--- config.mk ---
export PLATFORM = sky130hd
export DESIGN_NAME = motor_drive_sequencer
export DESIGN_NICKNAME = d
export VERILOG_FILES = /design/src/rtl/motor_drive_sequencer.sv
export SDC_FILE = /design/constraint.sdc
export NUM_CORES = 1
export LEC_CHECK = 0
export ABC_AREA = 1
export CAP_MARGIN = 10
export CORE_MARGIN = 2
export CORE_UTILIZATION = 45
export CTS_CLUSTER_SIZE = 25
export DETAILED_ROUTE_END_ITERATION = 16
export DONT_BUFFER_PORTS = 1
export GPL_ROUTABILITY_DRIVEN = 0
export GPL_TIMING_DRIVEN = 0
export SKIP_CTS_REPAIR_TIMING = 1
export SLEW_MARGIN = 20
export SYNTH_ARGS = -nofsm -noshare
export SYNTH_HDL_FRONTEND = slang
export SYNTH_SLANG_ARGS = --single-unit
--- constraint.sdc ---
create_clock -name clk -period 5.25 [get_ports clk]
set_input_delay 0.7875 -clock clk [delete_from_list [all_inputs] [get_ports clk]]
set_output_delay 0.7875 -clock clk [all_outputs]
set_load 0.02 [all_outputs]
--- src/rtl/motor_drive_sequencer.sv ---
`timescale 1ns/1ps
// Motor drive sequencer: H-bridge PWM with duty ramping, reversal braking,
// dead-time insertion and emergency stop.
module motor_drive_sequencer #(
    parameter int unsigned RAMP_DIV    = 256,
    parameter int unsigned DEAD_CYCLES = 64
) (
    input  logic       clk,
    input  logic       rst_n,
    input  logic       cmd_valid,
    input  logic       cmd_dir,
    input  logic [7:0] cmd_duty,
    input  logic       estop,
    output logic       cmd_ready,
    output logic       out_a,
    output logic       out_b,
    output logic       busy,
    output logic [2:0] state_o,
    output logic [7:0] duty_o
);

    localparam int unsigned PW      = (RAMP_DIV > 1) ? $clog2(RAMP_DIV) : 1;
    localparam int unsigned DW      = (DEAD_CYCLES > 1) ? $clog2(DEAD_CYCLES) : 1;
    localparam int unsigned DUTY_W  = 8;
    localparam logic [DUTY_W-1:0] PWM_LAST = DUTY_W'(254);

    typedef enum logic [2:0] {
        ST_IDLE  = 3'd0,
        ST_RAMP  = 3'd1,
        ST_RUN   = 3'd2,
        ST_BRAKE = 3'd3,
        ST_DEAD  = 3'd4
    } state_t;

    state_t              state_q, state_d;
    logic                dir_q, dir_d;
    logic [DUTY_W-1:0]   duty_q, duty_d;
    logic [DUTY_W-1:0]   target_q, target_d;
    logic                pend_dir_q, pend_dir_d;
    logic [DUTY_W-1:0]   pend_duty_q, pend_duty_d;
    logic                pend_flag_q, pend_flag_d;
    logic [PW-1:0]       presc_q, presc_d;
    logic [DW-1:0]       dead_q, dead_d;
    logic [DUTY_W-1:0]   pwm_cnt_q;
    logic                out_a_q, out_b_q;

    logic                tick;
    logic                accept;
    logic                drive;
    logic [DUTY_W-1:0]   duty_up;
    logic [DUTY_W-1:0]   duty_dn;

    assign tick    = (presc_q == PW'(RAMP_DIV - 1));
    assign accept  = cmd_valid & cmd_ready;
    assign duty_up = duty_q + DUTY_W'(1);
    assign duty_dn = duty_q - DUTY_W'(1);

    // Commands are only taken in settled states and never alongside estop.
    assign cmd_ready = ((state_q == ST_IDLE) || (state_q == ST_RUN)) && !estop;
    assign busy      = (state_q != ST_IDLE);
    assign state_o   = state_q;
    assign duty_o    = duty_q;
    assign out_a     = out_a_q;
    assign out_b     = out_b_q;

    // Next-state logic for the sequencer and its datapath registers.
    always_comb begin
        state_d     = state_q;
        dir_d       = dir_q;
        duty_d      = duty_q;
        target_d    = target_q;
        pend_dir_d  = pend_dir_q;
        pend_duty_d = pend_duty_q;
        pend_flag_d = pend_flag_q;
        presc_d     = presc_q;
        dead_d      = '0;

        case (state_q)
            ST_IDLE: begin
                if (accept && (cmd_duty != '0)) begin
                    dir_d    = cmd_dir;
                    target_d = cmd_duty;
                    state_d  = ST_RAMP;
                end
            end
            ST_RAMP: begin
                presc_d = tick ? '0 : presc_q + PW'(1);
                if (duty_q == target_q) begin
                    state_d = (target_q != '0) ? ST_RUN : ST_DEAD;
                end else if (tick) begin
                    duty_d = (duty_q < target_q) ? duty_up : duty_dn;
                    if (duty_d == target_q) begin
                        state_d = (target_q != '0) ? ST_RUN : ST_DEAD;
                    end
                end
            end
            ST_RUN: begin
                if (accept) begin
                    if (cmd_dir == dir_q) begin
                        target_d = cmd_duty;
                        if (cmd_duty != duty_q) begin
                            state_d = ST_RAMP;
                        end
                    end else begin
                        pend_dir_d  = cmd_dir;
                        pend_duty_d = cmd_duty;
                        pend_flag_d = 1'b1;
                        state_d     = ST_BRAKE;
                    end
                end
            end
            ST_BRAKE: begin
                presc_d = tick ? '0 : presc_q + PW'(1);
                if (duty_q == '0) begin
                    state_d = ST_DEAD;
                end else if (tick) begin
                    duty_d = duty_dn;
                    if (duty_dn == '0) begin
                        state_d = ST_DEAD;
                    end
                end
            end
            ST_DEAD: begin
                duty_d = '0;
                if (dead_q == DW'(DEAD_CYCLES - 1)) begin
                    pend_flag_d = 1'b0;
                    if (pend_flag_q && (pend_duty_q != '0)) begin
                        dir_d    = pend_dir_q;
                        target_d = pend_duty_q;
                        state_d  = ST_RAMP;
                    end else begin
                        target_d = '0;
                        state_d  = ST_IDLE;
                    end
                end else begin
                    dead_d = dead_q + DW'(1);
                end
            end
            default: begin
                state_d = ST_IDLE;
            end
        endcase

        // Emergency stop overrides everything and pins the dead timer at zero.
        if (estop) begin
            state_d     = ST_DEAD;
            duty_d      = '0;
            target_d    = '0;
            pend_flag_d = 1'b0;
            dead_d      = '0;
        end

        // Prescaler only runs while ramping or braking.
        if ((state_d != ST_RAMP) && (state_d != ST_BRAKE)) begin
            presc_d = '0;
        end
    end

    // Sequencer state register.
    always_ff @(posedge clk or negedge rst_n) begin
        if (!rst_n) begin
            state_q     <= ST_IDLE;
            dir_q       <= 1'b0;
            duty_q      <= '0;
            target_q    <= '0;
            pend_dir_q  <= 1'b0;
            pend_duty_q <= '0;
            pend_flag_q <= 1'b0;
            presc_q     <= '0;
            dead_q      <= '0;
        end else begin
            state_q     <= state_d;
            dir_q       <= dir_d;
            duty_q      <= duty_d;
            target_q    <= target_d;
            pend_dir_q  <= pend_dir_d;
            pend_duty_q <= pend_duty_d;
            pend_flag_q <= pend_flag_d;
            presc_q     <= presc_d;
            dead_q      <= dead_d;
        end
    end

    // Free-running PWM counter, period 255 clocks.
    always_ff @(posedge clk or negedge rst_n) begin
        if (!rst_n) begin
            pwm_cnt_q <= '0;
        end else begin
            pwm_cnt_q <= (pwm_cnt_q == PWM_LAST) ? '0 : pwm_cnt_q + DUTY_W'(1);
        end
    end

    // Legs are blanked whenever the sequencer is heading into dead time.
    assign drive = (pwm_cnt_q < duty_q) && (state_d != ST_DEAD);

    // Registered H-bridge leg drives; mutually exclusive by construction.
    always_ff @(posedge clk or negedge rst_n) begin
        if (!rst_n) begin
            out_a_q <= 1'b0;
            out_b_q <= 1'b0;
        end else begin
            out_a_q <= drive & ~dir_q;
            out_b_q <= drive & dir_q;
        end
    end

endmodule

# Yosys cells after proc, flatten, opt, wreduce, memory -nomap -nowiden
# Index checks and enable logic that the tools add are counted.
totals:
  inputBits: 13
  out_inout_bits: 15
  regBits: 54
  word_cells: 120
op_classes:
  addsub: 5
  order_cmp: 2
  n_reduce_logical: 25
  n_eq_ne: 26
  muxes: 45
  bitwise: 5
op_table:
  columns: ["cell", "count"]
  rows:
  - ["2-to-1 mux 8 bit", 16]
  - ["case mux 8 bit (3 select lines)", 2]
  - ["2-to-1 mux 3 bit", 13]
  - ["adder 8 x 1 -> 8 bit (second input constant)", 3]
  - ["!= test 3 bit (second input constant)", 8]
  - ["nonzero test 8 bit", 3]
  - ["2-to-1 mux 6 bit", 3]
  - ["== test 8 bit", 2]
  - ["== test 8 bit (second input constant)", 2]
  - ["zero test 8 bit", 2]
  - ["less-than comparator 8 bit", 2]
  - ["case mux 3 bit (5 select lines)", 1]
  - ["AND reduction 5 bit", 2]
  - ["!= test 3 x 2 -> 1 bit (second input constant)", 3]
  - ["2-to-1 mux 1 bit", 8]
  - ["!= test 8 bit", 1]
  - ["AND reduction 4 bit", 2]
  - ["nonzero test 4 bit", 2]
  - ["subtractor 8 x 1 -> 8 bit (second input constant)", 1]
  - ["adder 6 x 1 -> 6 bit (second input constant)", 1]
  - ["== test 3 x 2 -> 1 bit (second input constant)", 2]
  - ["== test 6 bit (second input constant)", 1]
  - ["nonzero test 3 bit", 2]
  - ["logical AND 1 bit", 5]
  - ["15 further kinds", 21]

# Logic depth before layout (Yosys ltp)
depth:
  ltp_word: 11
  depth_mapped: 19
  ltp_nobuf: 19

# Worst setup path after synthesis
# No wires, ideal clock.
synth_timing:
  path_type: "reg-to-reg"
  from: "register duty_q[0], in the netlist duty_o[0]"
  to: "register presc_q[3]"
  setup_time_ns: 0.123
  path_slack_ns: 2.992
  stages_incl_launch_ff: 20
  required_ns: 5.127
  arrival_ns: 2.135
  synth_period_minus_slack_ns: 2.258
  path_buffers: 1
  cell_sequence: "dfrtp_1 > inv_2 > ha_1 > inv_1 > nand2_1 > nand2_1 > nand2_1 > nand2_1 > nand2_1 > buf_2 > nand3_1 > nand2_1 > nand2_1 > nand2_1 > nor2_2 > nand4_2 > nand3_2 > nand2_2 > nand2_4 > nor2_2"
synth_between:
  elab_chain_cells: 11
  word_cells_on_any_way: 25
  cone_classes: "add/sub: 2; order compare: 1; eq/ne: 5; mux: 13; reduce/logical: 4"
synth_lines:
  columns: ["element", "line_no", "source"]
  rows:
  - ["start, declared", "37", "logic [DUTY_W-1:0] duty_q, duty_d;"]
  - ["start signal, assigned", "174", "duty_q <= duty_d;"]
  - ["subtractor 8 x 1 -> 8 bit (tied with other cells)", "56", "assign duty_dn = duty_q - DUTY_W'(1);"]
  - ["2-to-1 mux 8 bit", "91", "duty_d = (duty_q < target_q) ? duty_up : duty_dn;"]
  - ["== test 8 bit", "92", "if (duty_d == target_q) begin"]
  - ["2-to-1 mux 3 bit", "92", null]
  - ["2-to-1 mux 3 bit", "90", "end else if (tick) begin"]
  - ["2-to-1 mux 3 bit", "88", "if (duty_q == target_q) begin"]
  - ["case mux 3 bit (5 select lines) (*)", "78", "case (state_q)"]
  - ["2-to-1 mux 3 bit (*)", "145", "if (estop) begin"]
  - ["!= test 3 x 1 -> 1 bit / != test 3 x 2 -> 1 bit (equally long branches)", "154", "if ((state_d != ST_RAMP) && (state_d != ST_BRAKE)) begin"]
  - ["logical AND 1 bit (*)", "154", null]
  - ["2-to-1 mux 8 bit / nonzero test 2 bit (equally long branches)", null, null]
  - ["end signal, assigned", "179", "presc_q <= presc_d;"]
  - ["end, declared", "42", "logic [PW-1:0] presc_q, presc_d;"]
# Mark *: on every way between the ends. The rest lies on a longest branch, timed or not.
# A chain may end at the register's enable or synchronous reset.

# Worst setup path in the final report
layout_timing:
  from: "register duty_q[0], in the netlist duty_o[0]"
  to: "register presc_q[7]"
# The elaborated chain is that of the path after synthesis.

==> impl_results.md <==
* Status: complete, no violations
* First-pass GRT wire length at between 15000 and 20000 µm
* Antenna violations before repair at 0
* Ys flop type: dfrtp_1
* Final Cell Area at 4170 µm²
* CP Max Fanout at 10
* Worst EP arrival at 3.04 ns
* Most used routing layer: met2
* Total design power at 751 µW
* Syn nets at 553
* CTS tree: done
* Count leader, synth: nand2_1
* Met1 Use GR at 29.0%
* Clock power share at between 30% and 40%
* Final slew viol count at 0
* Die ar. at 9470 µm²
* GRT Util Overall at 21.2%
* Die height at 97.3 µm
* Vias at approximately 3500
* Met3 Use GR at under 10%
* Seq pwr share at 56.4%
* Detailed Place HPWL at ~7400 µm
* Synth area leaders: dfrtp_1 34%, nand2_1 10%, ha_1 7.3%, inv_1 6.2%, nand3_1 4.6%
* Critical path endpoint category: flop
* Vias in the first global route at between 3000 and 4000
* Post-synth EDFFs at 0
* #FFs+latches synth at 54
* Fillcell total at 868
* Post-synthesis cell type count at 47
* Number of H-tree levels at 2
* # nets final at 560
* Met2 track demand over resource at a little over a third
* Least-Margin Pin Slew at 0.611 ns
* Layout cells sized above 1 at a little over an eighth
* Die width at between 90 and 100 µm
* Final Hold Fails at 0
* Final period utilization at 54.0%
* Switching Fraction at 23.1%
* IO Pins at 28
* Comb power frac at under 10%
* Largest net degree at the start of global routing at 55
* Fin cells at approximately 630
* Placed cells at roughly 630
* Final Setup Violations at 0
* Pint at 578 µW
* TritonCTS sink count at 54
* Top cell type by total area after synthesis: dfrtp_1
* Clk_lat worst skew at 0.31 ns
* Initial drt markers at approximately 220
* Hold crit path type: in -> async
* Worst VDD drop at 0.000112 V
* Synth Warn # at 0
* Setup TNS at 0 ns
* First-pass DRT Iterations at 6
* Syn Area/Cell at around 7.6 µm²
* Slew headroom at about three fifths
* P_leak at 0.00194 µW
* Num rows at 34
* Post-DRT Antenna Nets at 0
* Max Clk Rate at 353 MHz
* MaxCap Viol Count at 0
* Critical path class: reg -> reg
* Initial Util at 45.6%
* Core area at 8590 µm²
* Inserted Diodes at 0
* Layout area overhead at 6.32%
* Pwr Density at 180 nW/µm²
* RSZ-0062 raised after global routing: false
* CP Data Required Time at 5.46 ns
* # DRC at 0
* Clk buf depth at 2
* GRT Residual Overflow at 0
* Synth top area share at around a third
* Post-DP Area at between 4000 and 5000 µm²
* Drt via density at 5.54
* Asr flop ratio synth at 100%
* CTS buffer count at 5
* Detailed Route WL at a little under 10000 µm
* WL/cell at 15.3 µm
* Clock Pin Slew Worst Setup and Hold Paths at 0.11 ns
* Clk_skew at 0.00824 ns
* Setup crit start kind: flop
* Period minus WS final at 2.83 ns
* Psw at about 170 µW
* Post-Syn Area at 3920 µm²
* Seq/Total Area, Yosys at 34.5%
* Synth cell count leaders: 106 x nand2_1, 65 x inv_1, 54 x dfrtp_1, 36 x nand3_1, 35 x nor2_1
* Gate Count Post-Synth at 517
* Root Buffer: clkbuf_8
* Port Buffer Count at 0
[worst paths after layout]
kind / startpoint / cells after the start / slack [ns] / end
hold / removal: rst_n / 0 / 0.16 / pwm_cnt_q[2]
max in group asynchronous: rst_n / 0 / 5.00 / pend_duty_q[5]
setup reg to reg: duty_o[0] / 19 / 2.42 / presc_q[7]
setup / recovery: duty_o[0] / 19 / 2.42 / presc_q[7]
hold reg to reg: dead_q[0] / 1 / 0.47 / dead_q[0]
min in group clk: dead_q[0] / 1 / 0.47 / dead_q[0]
[metrics by stage]
stage	utilization, %	setup WS (ns)	hold WS (ns)
2_1_floorplan	-	2.99	0.433
3_3_place_gp	47.2	2.50	0.449
3_5_place_dp	47.2	2.47	0.461
4_1_cts	48.5	2.46	0.141
5_1_grt	48.5	2.13	0.121
6_report	48.5	2.42	0.156
[power groups by stage]
stage          combinational (µW)  clock [µW]  sequential [µW]
5_1_grt                      44.6         318              425
3_5_place_dp                 38.1           0              432
6_report                     38.7         289              424
4_1_cts                      38.2         302              424
2_1_floorplan                30.8           0              431
3_3_place_gp                 37.2           0              432
[cells in the final DEF (no fill, tap or decap), types with 3 or more instances in the layout]
master    synthesis  routed
a21oi_1          18      18
a32oi_1           5       5
buf_2             4       4
buf_4             5       5
clkbuf_8          0       5
dfrtp_1          54      54
ha_1             23      23
inv_1            65      65
inv_2             8       8
nand2_1         106     106
nand2_2           7       7
nand3_1          36      36
nand3_2           4       4
nand4_1          12      12
nand4_2           3       3
nor2_1           35      35
nor2_2           13      13
nor2_4            3       3
nor3_1            8       8
nor3_2            3       3
nor3b_1           5       5
nor4_1            9       9
o211ai_1          4       4
o21ai_0          32      32
o21ai_1           6       6
o22ai_1           8       8
xnor2_1           4       4
xor2_1           12      12
[cell type report]
type                    count  area [µm²]  share of cell area (%)
plain buffers              12        83.8                    2.01
multi-input cells         375        2190                    52.7
clock buffers               5        68.8                    1.65
clock inverters             3        43.8                    1.05
flip-flops and latches     54        1350                    32.4
well taps                 108         135                    3.24
inverters                  76         290                    6.96
[routing by layer]
layer	wire, µm	share of wire (%)
met3	585	6.0
met5	0	0
met2	4560	47
met1	4450	46
met4	105	1.1
[sequential cells by signal, indices dropped and copies added, names as in the netlist]
name and flops:
duty_o 8, pend_duty_q 8, presc_q 8, pwm_cnt_q 8, target_q 8, dead_q 6, state_o 3, dir_q 1
out_a 1, out_b 1, pend_dir_q 1, pend_flag_q 1
[critical path, stage by stage (launching register included)]
cell	delay, ns
dfrtp_1	0.73
inv_2	0.24
ha_1	0.25
inv_1	0.05
nand2_1	0.04
nand2_1	0.05
nand2_1	0.05
nand2_1	0.06
nand2_1	0.09
buf_2	0.22
nand3_1	0.15
nand2_1	0.07
nand2_1	0.05
nand2_1	0.07
nor2_2	0.11
nand4_2	0.15
nand3_2	0.10
nand2_2	0.06
nand2_4	0.16
nor2_2	0.04
[cell families (layout without fill, tap and decap cells)]
family / Yosys count / count (layout) / synth area share (%)
adders and majority gates: 23 / 23 / 7.34
buffers and inverters: 88 / 96 / 9.54
AOI/OAI and AO/OA: 86 / 86 / 13.2
and+or+nand+nor: 248 / 248 / 31.0
xor gates and xnor gates: 18 / 18 / 4.40
DFF: 54 / 54 / 34.5
Note: power is estimated with default switching activity, not from simulation.
